**src/rtl/sipo_rx.sv**
```systemverilog
// rtl/sipo_rx.sv - serial-in parallel-out frame receiver with optional even parity
//
// Receives frames of the form: start bit (1), WIDTH data bits LSB-first, then an
// optional even-parity bit. Each completed word is presented on a valid/ready port
// backed by a one-entry holding register. The idle line level is 0.
//
// Ports:
//   clk       - single clock, rising-edge sampling
//   reset     - asynchronous active-high reset
//   si_en     - bit qualifier; si is sampled only when si_en=1
//   si        - serial data in
//   po        - received word, bit 0 = first data bit received
//   po_valid  - po/par_err hold a word not yet accepted
//   po_ready  - consumer accepts the word on an edge with po_valid && po_ready
//   par_err   - parity mismatch for the word on po (0 when PARITY_EN=0)
//   overrun   - one-cycle pulse: a completed frame was dropped (holding reg full)
//   busy      - high while a frame is being received
module sipo_rx #(
  parameter int WIDTH     = 4,
  parameter int PARITY_EN = 1
) (
  input  logic             clk,
  input  logic             reset,
  input  logic             si_en,
  input  logic             si,
  output logic [WIDTH-1:0] po,
  output logic             po_valid,
  input  logic             po_ready,
  output logic             par_err,
  output logic             overrun,
  output logic             busy
);

  localparam int CW = $clog2(WIDTH + 1);
  localparam logic [CW-1:0] LAST_BIT = CW'(WIDTH - 1);

  typedef enum logic [1:0] {
    IDLE   = 2'd0,
    DATA   = 2'd1,
    PARITY = 2'd2
  } state_t;

  state_t           state_q, state_d;
  logic [CW-1:0]    cnt_q, cnt_d;
  logic [WIDTH-1:0] sr_q, sr_d;
  logic [WIDTH-1:0] po_q, po_d;
  logic             po_valid_q, po_valid_d;
  logic             par_err_q, par_err_d;
  logic             overrun_q, overrun_d;
  logic             busy_q, busy_d;

  logic [WIDTH-1:0] shifted;
  logic             frame_done;
  logic [WIDTH-1:0] frame_word;
  logic             frame_perr;
  logic             can_load;

  always_comb begin
    // New bit enters at the MSB so that after WIDTH shifts the first bit sits at bit 0.
    shifted            = sr_q >> 1;
    shifted[WIDTH-1]   = si;

    state_d    = state_q;
    cnt_d      = cnt_q;
    sr_d       = sr_q;
    frame_done = 1'b0;
    frame_word = sr_q;
    frame_perr = 1'b0;

    if (si_en) begin
      case (state_q)
        IDLE: begin
          if (si) begin
            state_d = DATA;
            cnt_d   = '0;
          end
        end
        DATA: begin
          sr_d  = shifted;
          cnt_d = cnt_q + 1'b1;
          if (cnt_q == LAST_BIT) begin
            if (PARITY_EN != 0) begin
              state_d = PARITY;
            end else begin
              state_d    = IDLE;
              frame_done = 1'b1;
              frame_word = shifted;
            end
          end
        end
        PARITY: begin
          state_d    = IDLE;
          frame_done = 1'b1;
          frame_word = sr_q;
          // Even parity: any odd total of ones across data and parity bit is an error.
          frame_perr = (^sr_q) ^ si;
        end
        default: begin
          state_d = IDLE;
        end
      endcase
    end

    // Holding register: a drain on the same edge frees the slot for a completing frame.
    can_load   = !po_valid_q || po_ready;
    po_d       = po_q;
    par_err_d  = par_err_q;
    po_valid_d = po_valid_q && !po_ready;
    overrun_d  = 1'b0;

    if (frame_done) begin
      if (can_load) begin
        po_d       = frame_word;
        par_err_d  = frame_perr;
        po_valid_d = 1'b1;
      end else begin
        overrun_d  = 1'b1;
      end
    end

    busy_d = (state_d != IDLE);
  end

  always_ff @(posedge clk or posedge reset) begin
    if (reset) begin
      state_q    <= IDLE;
      cnt_q      <= '0;
      sr_q       <= '0;
      po_q       <= '0;
      po_valid_q <= 1'b0;
      par_err_q  <= 1'b0;
      overrun_q  <= 1'b0;
      busy_q     <= 1'b0;
    end else begin
      state_q    <= state_d;
      cnt_q      <= cnt_d;
      sr_q       <= sr_d;
      po_q       <= po_d;
      po_valid_q <= po_valid_d;
      par_err_q  <= par_err_d;
      overrun_q  <= overrun_d;
      busy_q     <= busy_d;
    end
  end

  assign po       = po_q;
  assign po_valid = po_valid_q;
  assign par_err  = par_err_q;
  assign overrun  = overrun_q;
  assign busy     = busy_q;

endmodule

```
**config.mk**
```make
export PLATFORM = sky130hd
export DESIGN_NAME = sipo_rx
export DESIGN_NICKNAME = d
export VERILOG_FILES = /design/src/rtl/sipo_rx.sv
export SDC_FILE = /design/constraint.sdc
export NUM_CORES = 1
export LEC_CHECK = 0
export CORE_AREA = 2 2 44 46
export CTS_CLUSTER_SIZE = 28
export DETAILED_ROUTE_END_ITERATION = 7
export DIE_AREA = 0 0 46 48
export GPL_TIMING_DRIVEN = 0
export PLACE_DENSITY = 0.77
export SLEW_MARGIN = 20
export SYNTH_ARGS = -nofsm -noshare
export SYNTH_HDL_FRONTEND = slang
export SYNTH_SLANG_ARGS = --single-unit
```
**constraint.sdc**
```tcl
create_clock -name clk -period 2 [get_ports clk]
set_input_delay 0.4 -clock clk [delete_from_list [all_inputs] [get_ports clk]]
set_output_delay 0.4 -clock clk [all_outputs]
set_load 0.05 [all_outputs]
```
# Yosys cells after proc, flatten, opt, wreduce, memory -nomap -nowiden
# Index checks and enable logic that the tools add are counted.
# op_classes
eq_ne,4
n_bitwise,1
addsub,1
n_reduce_logical,11
mux,14
# ops
operator,count
1-bit two-way mux,8
2-bit two-way mux,3
3-bit one-hot mux with 2 select lines,1
2-bit one-hot mux with 2 select lines,1
2-bit AND reduction,2
2-bit nonzero test,2
4-bit XOR reduction,1
"3-bit by 1-bit adder with 3-bit output, second input constant",1
"3-bit by 2-bit equality test with 1-bit output, second input constant",1
3-bit two-way mux,1
3-bit AND reduction,1
"2-bit by 1-bit equality test with 1-bit output, second input constant",1
"2-bit equality test, second input constant",1
1-bit zero test,2
2-bit zero test,1
"2-bit != test, second input constant",1
1-bit logical AND,1
1-bit logical OR,1
1-bit XOR,1
# totals
word_cells,39
register_bits,17

# Longest topological paths before layout
# logic_depth
word_depth,5
ltp_mapped,5
ltp_nobuf,5

# Worst setup path before layout
# Ideal clock, no wire load.
# synth_timing
path_kind,register -> register
start,register po_valid_q (netlist: po_valid)
end,register po_q[0] (netlist: po[0])
slack_ns,0.602
n_path_buf,0
required_ns,1.875
setup_ns,0.125
stages_incl_launch_ff,4
arrival_ns,1.273
path_cell_list,dfrtp_1 > nand2b_1 > nor2b_4 > mux2_2
# synth_via
elab_chain_len,3
# synth_lines
item,line,source
"start, declared",47,"logic po_valid_q, po_valid_d;"
"start signal, assigned",139,po_valid_q <= po_valid_d;
1-bit zero test,105,can_load = !po_valid_q || po_ready;
1-bit logical OR,105,
2-bit AND reduction (no source line),--,
"end signal, assigned",138,po_q <= po_d;
"end, declared",46,"logic [WIDTH-1:0] po_q, po_d;"
# No other way between the ends.
# A chain may end at the register's enable or synchronous reset.

# Worst setup path in the final report
# layout_timing
start,register par_err_q (netlist: par_err)
end,output port par_err
# layout_rtl
item,line,source
"start, declared",48,"logic par_err_q, par_err_d;"
"start signal, assigned",140,par_err_q <= par_err_d;
"end, declared",29,"output logic par_err,"
# No word-level cell between the ends.

==> results.sh <==
export IMPL_outcome="finished clean"
export IMPL_hp_class="in2async"
export IMPL_vias=437
export IMPL_relSlewSlack_pct=58.2
export IMPL_fp_dieH_um=48
export IMPL_num_antenna_cells=0
export IMPL_syn_area_per_cell_um2=14.3
export IMPL_area_growth_pct=23.2
export IMPL_tightest_slew_ns=0.627
export IMPL_critPathLaunchType="flop"
export IMPL_grt_setup_unrepaired="no"
export IMPL_hold_viol=0
export IMPL_coreArea_um2=1690
export IMPL_hold_buffers=0
export IMPL_htreeDepth=1
export IMPL_grt_pass1_vias=390
export IMPL_setup_violations=0
export IMPL_slowest_delay_ns=0.80
export IMPL_yosysWarningCount=0
export IMPL_met1_usage_pct=15.2
export IMPL_row_count=15
export IMPL_routed_wl_um=1130
export IMPL_ir_drop_mv=0.746
export IMPL_cp_top_family="buffers and inverters"
export IMPL_fmax_mhz=539
export IMPL_path_class="reg2out"
export IMPL_drive_gt1_share_pct=22.4
export IMPL_yosysMostFrequentCell="dfrtp_1"
export IMPL_busiest_layer="met2"
export IMPL_cellLeakagePower_nw=0.422
export IMPL_grt_pass1_wl_um=1730
export IMPL_nets=75
export IMPL_synth_cell_types=22
export IMPL_synthFlopType="dfrtp_1"
export IMPL_synth_area_top_cells="dfrtp_1, mux2_2, ha_1"
export IMPL_synthArstFlopShare_pct=100
export IMPL_routedWlPerCell_um=13.5
export IMPL_crit_arrival_ns=1.45
export IMPL_hpwl_um=814
export IMPL_cp_max_fo=2
export IMPL_synth_top_area_share_pct=58.3
export IMPL_insertion_delay_ns=0.29
export IMPL_min_period_ns=1.85
export IMPL_cts_clk_slew_worst_paths_ns=0.10
export IMPL_reg2reg_depth=3
export IMPL_design_die_area_um2=2210
export IMPL_synth_fa_ha_area_share_pct=3.43
export IMPL_synth_compound_gate_area_share_pct=7.38
export IMPL_synth_cells=51
export IMPL_io_pins=13
export IMPL_finish_utilization_pct=53.2
export IMPL_yosysSeqAreaShare_pct=58.3
export IMPL_synthSimpleGateAreaFrac_pct=9.95
export IMPL_crit_chain="clkdlybuf4s50_1"
export IMPL_synth_area_um2=729
export IMPL_antenna_found_initial=0
export IMPL_post_cts_buffers=0
export IMPL_drc=0
export IMPL_tns_ns=0
export IMPL_vias_per_cell=5.20
export IMPL_track_usage_pct=11.9
export IMPL_synth_xor_area_share_pct=5.49
export IMPL_rrSetupSlack_ns=0.59
export IMPL_post_route_period_util_pct=92.7
export IMPL_port_buffers=12
export IMPL_endpoint_kind="output pin"
export IMPL_drv_cap=0
export IMPL_gp_congestion=0.687
export IMPL_clkSinkCount=17
export IMPL_drtIter0Drc=9
export IMPL_synthMuxAreaShare_pct=14.4
export IMPL_cp_slowest_cell="clkdlybuf4s50_1"
export IMPL_grt_max_degree=18
export IMPL_grt_ovfl_total=0
export IMPL_power_per_cell_area_nw_per_um2=1520
export IMPL_dr_pass1_iters=4
export IMPL_clock_skew_final_ns=0.000780
export IMPL_drt_antenna_violating_nets=0
export IMPL_cts_tree="done"
export IMPL_yosys_area_top_type="dfrtp_1"
export IMPL_worstReg2RegEnd="po[2]$_DFFE_PP0P_"
export IMPL_critPathRequiredTime_ns=1.60
export IMPL_r2r_start="state_q[0]$_DFF_PP0_"
export IMPL_clock_root_buffer="clkbuf_4"
export IMPL_met2_usage_pct=16.4
export IMPL_crit_buf_inv=1
export IMPL_ys_ff_latch=17
export IMPL_drv_slew=0
export IMPL_synth_top_family_by_area="multiplexers"
export IMPL_cts_made_buffers=3
export IMPL_syn_nets=58
export IMPL_start_util_pct=43.2
export IMPL_ys_top_cells_by_count="dfrtp_1, mux2_2"
export IMPL_met3_usage_pct=3.40
export IMPL_clockBufferDepth=2
export IMPL_cts_resized=0
export IMPL_synth_edf_count=0
export IMPL_dieWidth_um=46
[per-layer routing]
| metal | share of wire (%) | up-vias | wire (µm) |
|---|---|---|---|
| met2 | 47 | 14 | 531 |
| met5 | 0 | - | 0 |
| li1 | - | 209 | - |
| met4 | 2.1 | 0 | 24 |
| met3 | 4.9 | 4 | 55 |
| met1 | 46 | 210 | 522 |
[power breakdown]
group	total, W	internal, W	switching [W]
sequential	0.000572	0.000473	0.0000984
combinational	0.000614	0.000300	0.000313
clock	0.000182	0.0000744	0.000108
[cell families after synthesis]
group           count (synthesis)
flops                          17
simple gates                   11
mux                             9
compound gates                  7
xor+xnor                        3
buf+inv                         2
fa+ha+maj                       2
[final cells by class]
class                           count  area (µm²)
Clock buffer                        3        22.5
Inverter                            2        7.51
Tap cell                           17        21.3
Fill cell                         153         791
Timing Repair Buffer               12         120
Multi-Input combinational cell     32         297
Sequential cell                    17         425
Clock inverter                      1        5.00
[metrics by stage]
step	instances	hold slack (ns)	area [µm²]	power (W)	worst slack [ns]
detailed placement	80	0.478	871	0.00120	0.153
finish	84	0.478	898	0.00137	0.146
global placement	80	0.477	871	0.00118	0.179
global route	84	0.526	898	0.00145	0.0970
floorplan	51	0.326	729	0.00103	0.602
CTS	84	0.494	898	0.00139	0.122
[worst max-delay path by stage]
stage | from | endpoint | slack, ns | cells after the start
global placement | si_en | po[0]$_DFFE_PP0P_ | 0.18 | 4
detailed placement | si_en | po[2]$_DFFE_PP0P_ | 0.15 | 4
finish | par_err$_DFFE_PP0P_ | par_err | 0.15 | 1
floorplan | po_valid$_DFF_PP0_ | po[0]$_DFFE_PP0P_ | 0.60 | 3
CTS | par_err$_DFFE_PP0P_ | par_err | 0.12 | 1
global route | po_valid$_DFF_PP0_ | po_valid | 0.1 | 1
[flip-flops by register name, summed over array words and instances (netlist names)]
| name | cells |
|---|---|
| po | 4 |
| sr_q | 4 |
| cnt_q | 3 |
| state_q | 2 |
| busy | 1 |
| overrun | 1 |
| par_err | 1 |
| po_valid | 1 |
[layout by cell type (no fill, tap or decap)]
| cell type | synthesis | final |
|---|---|---|
| mux2_4 | 1 | 1 |
| nor2_1 | 2 | 2 |
| clkinv_2 | 0 | 1 |
| inv_1 | 2 | 2 |
| o2bb2ai_1 | 1 | 1 |
| ha_1 | 2 | 2 |
| o21ai_0 | 2 | 2 |
| and2b_1 | 1 | 1 |
| nand2_1 | 1 | 1 |
| a31o_2 | 1 | 1 |
| mux2_2 | 8 | 8 |
| or2_1 | 1 | 1 |
| clkdlybuf4s50_1 | 0 | 12 |
| nor2b_4 | 1 | 1 |
| a22o_1 | 1 | 1 |
| xor2_1 | 1 | 1 |
| xnor3_1 | 1 | 1 |
| nand2b_1 | 1 | 1 |
| a21o_1 | 1 | 1 |
| nand3b_1 | 2 | 2 |
| dfrtp_1 | 17 | 17 |
| clkbuf_4 | 0 | 3 |
| nor2b_1 | 2 | 2 |
| a32o_1 | 1 | 1 |
| xnor2_1 | 1 | 1 |
(Power assumes the default switching activity.)
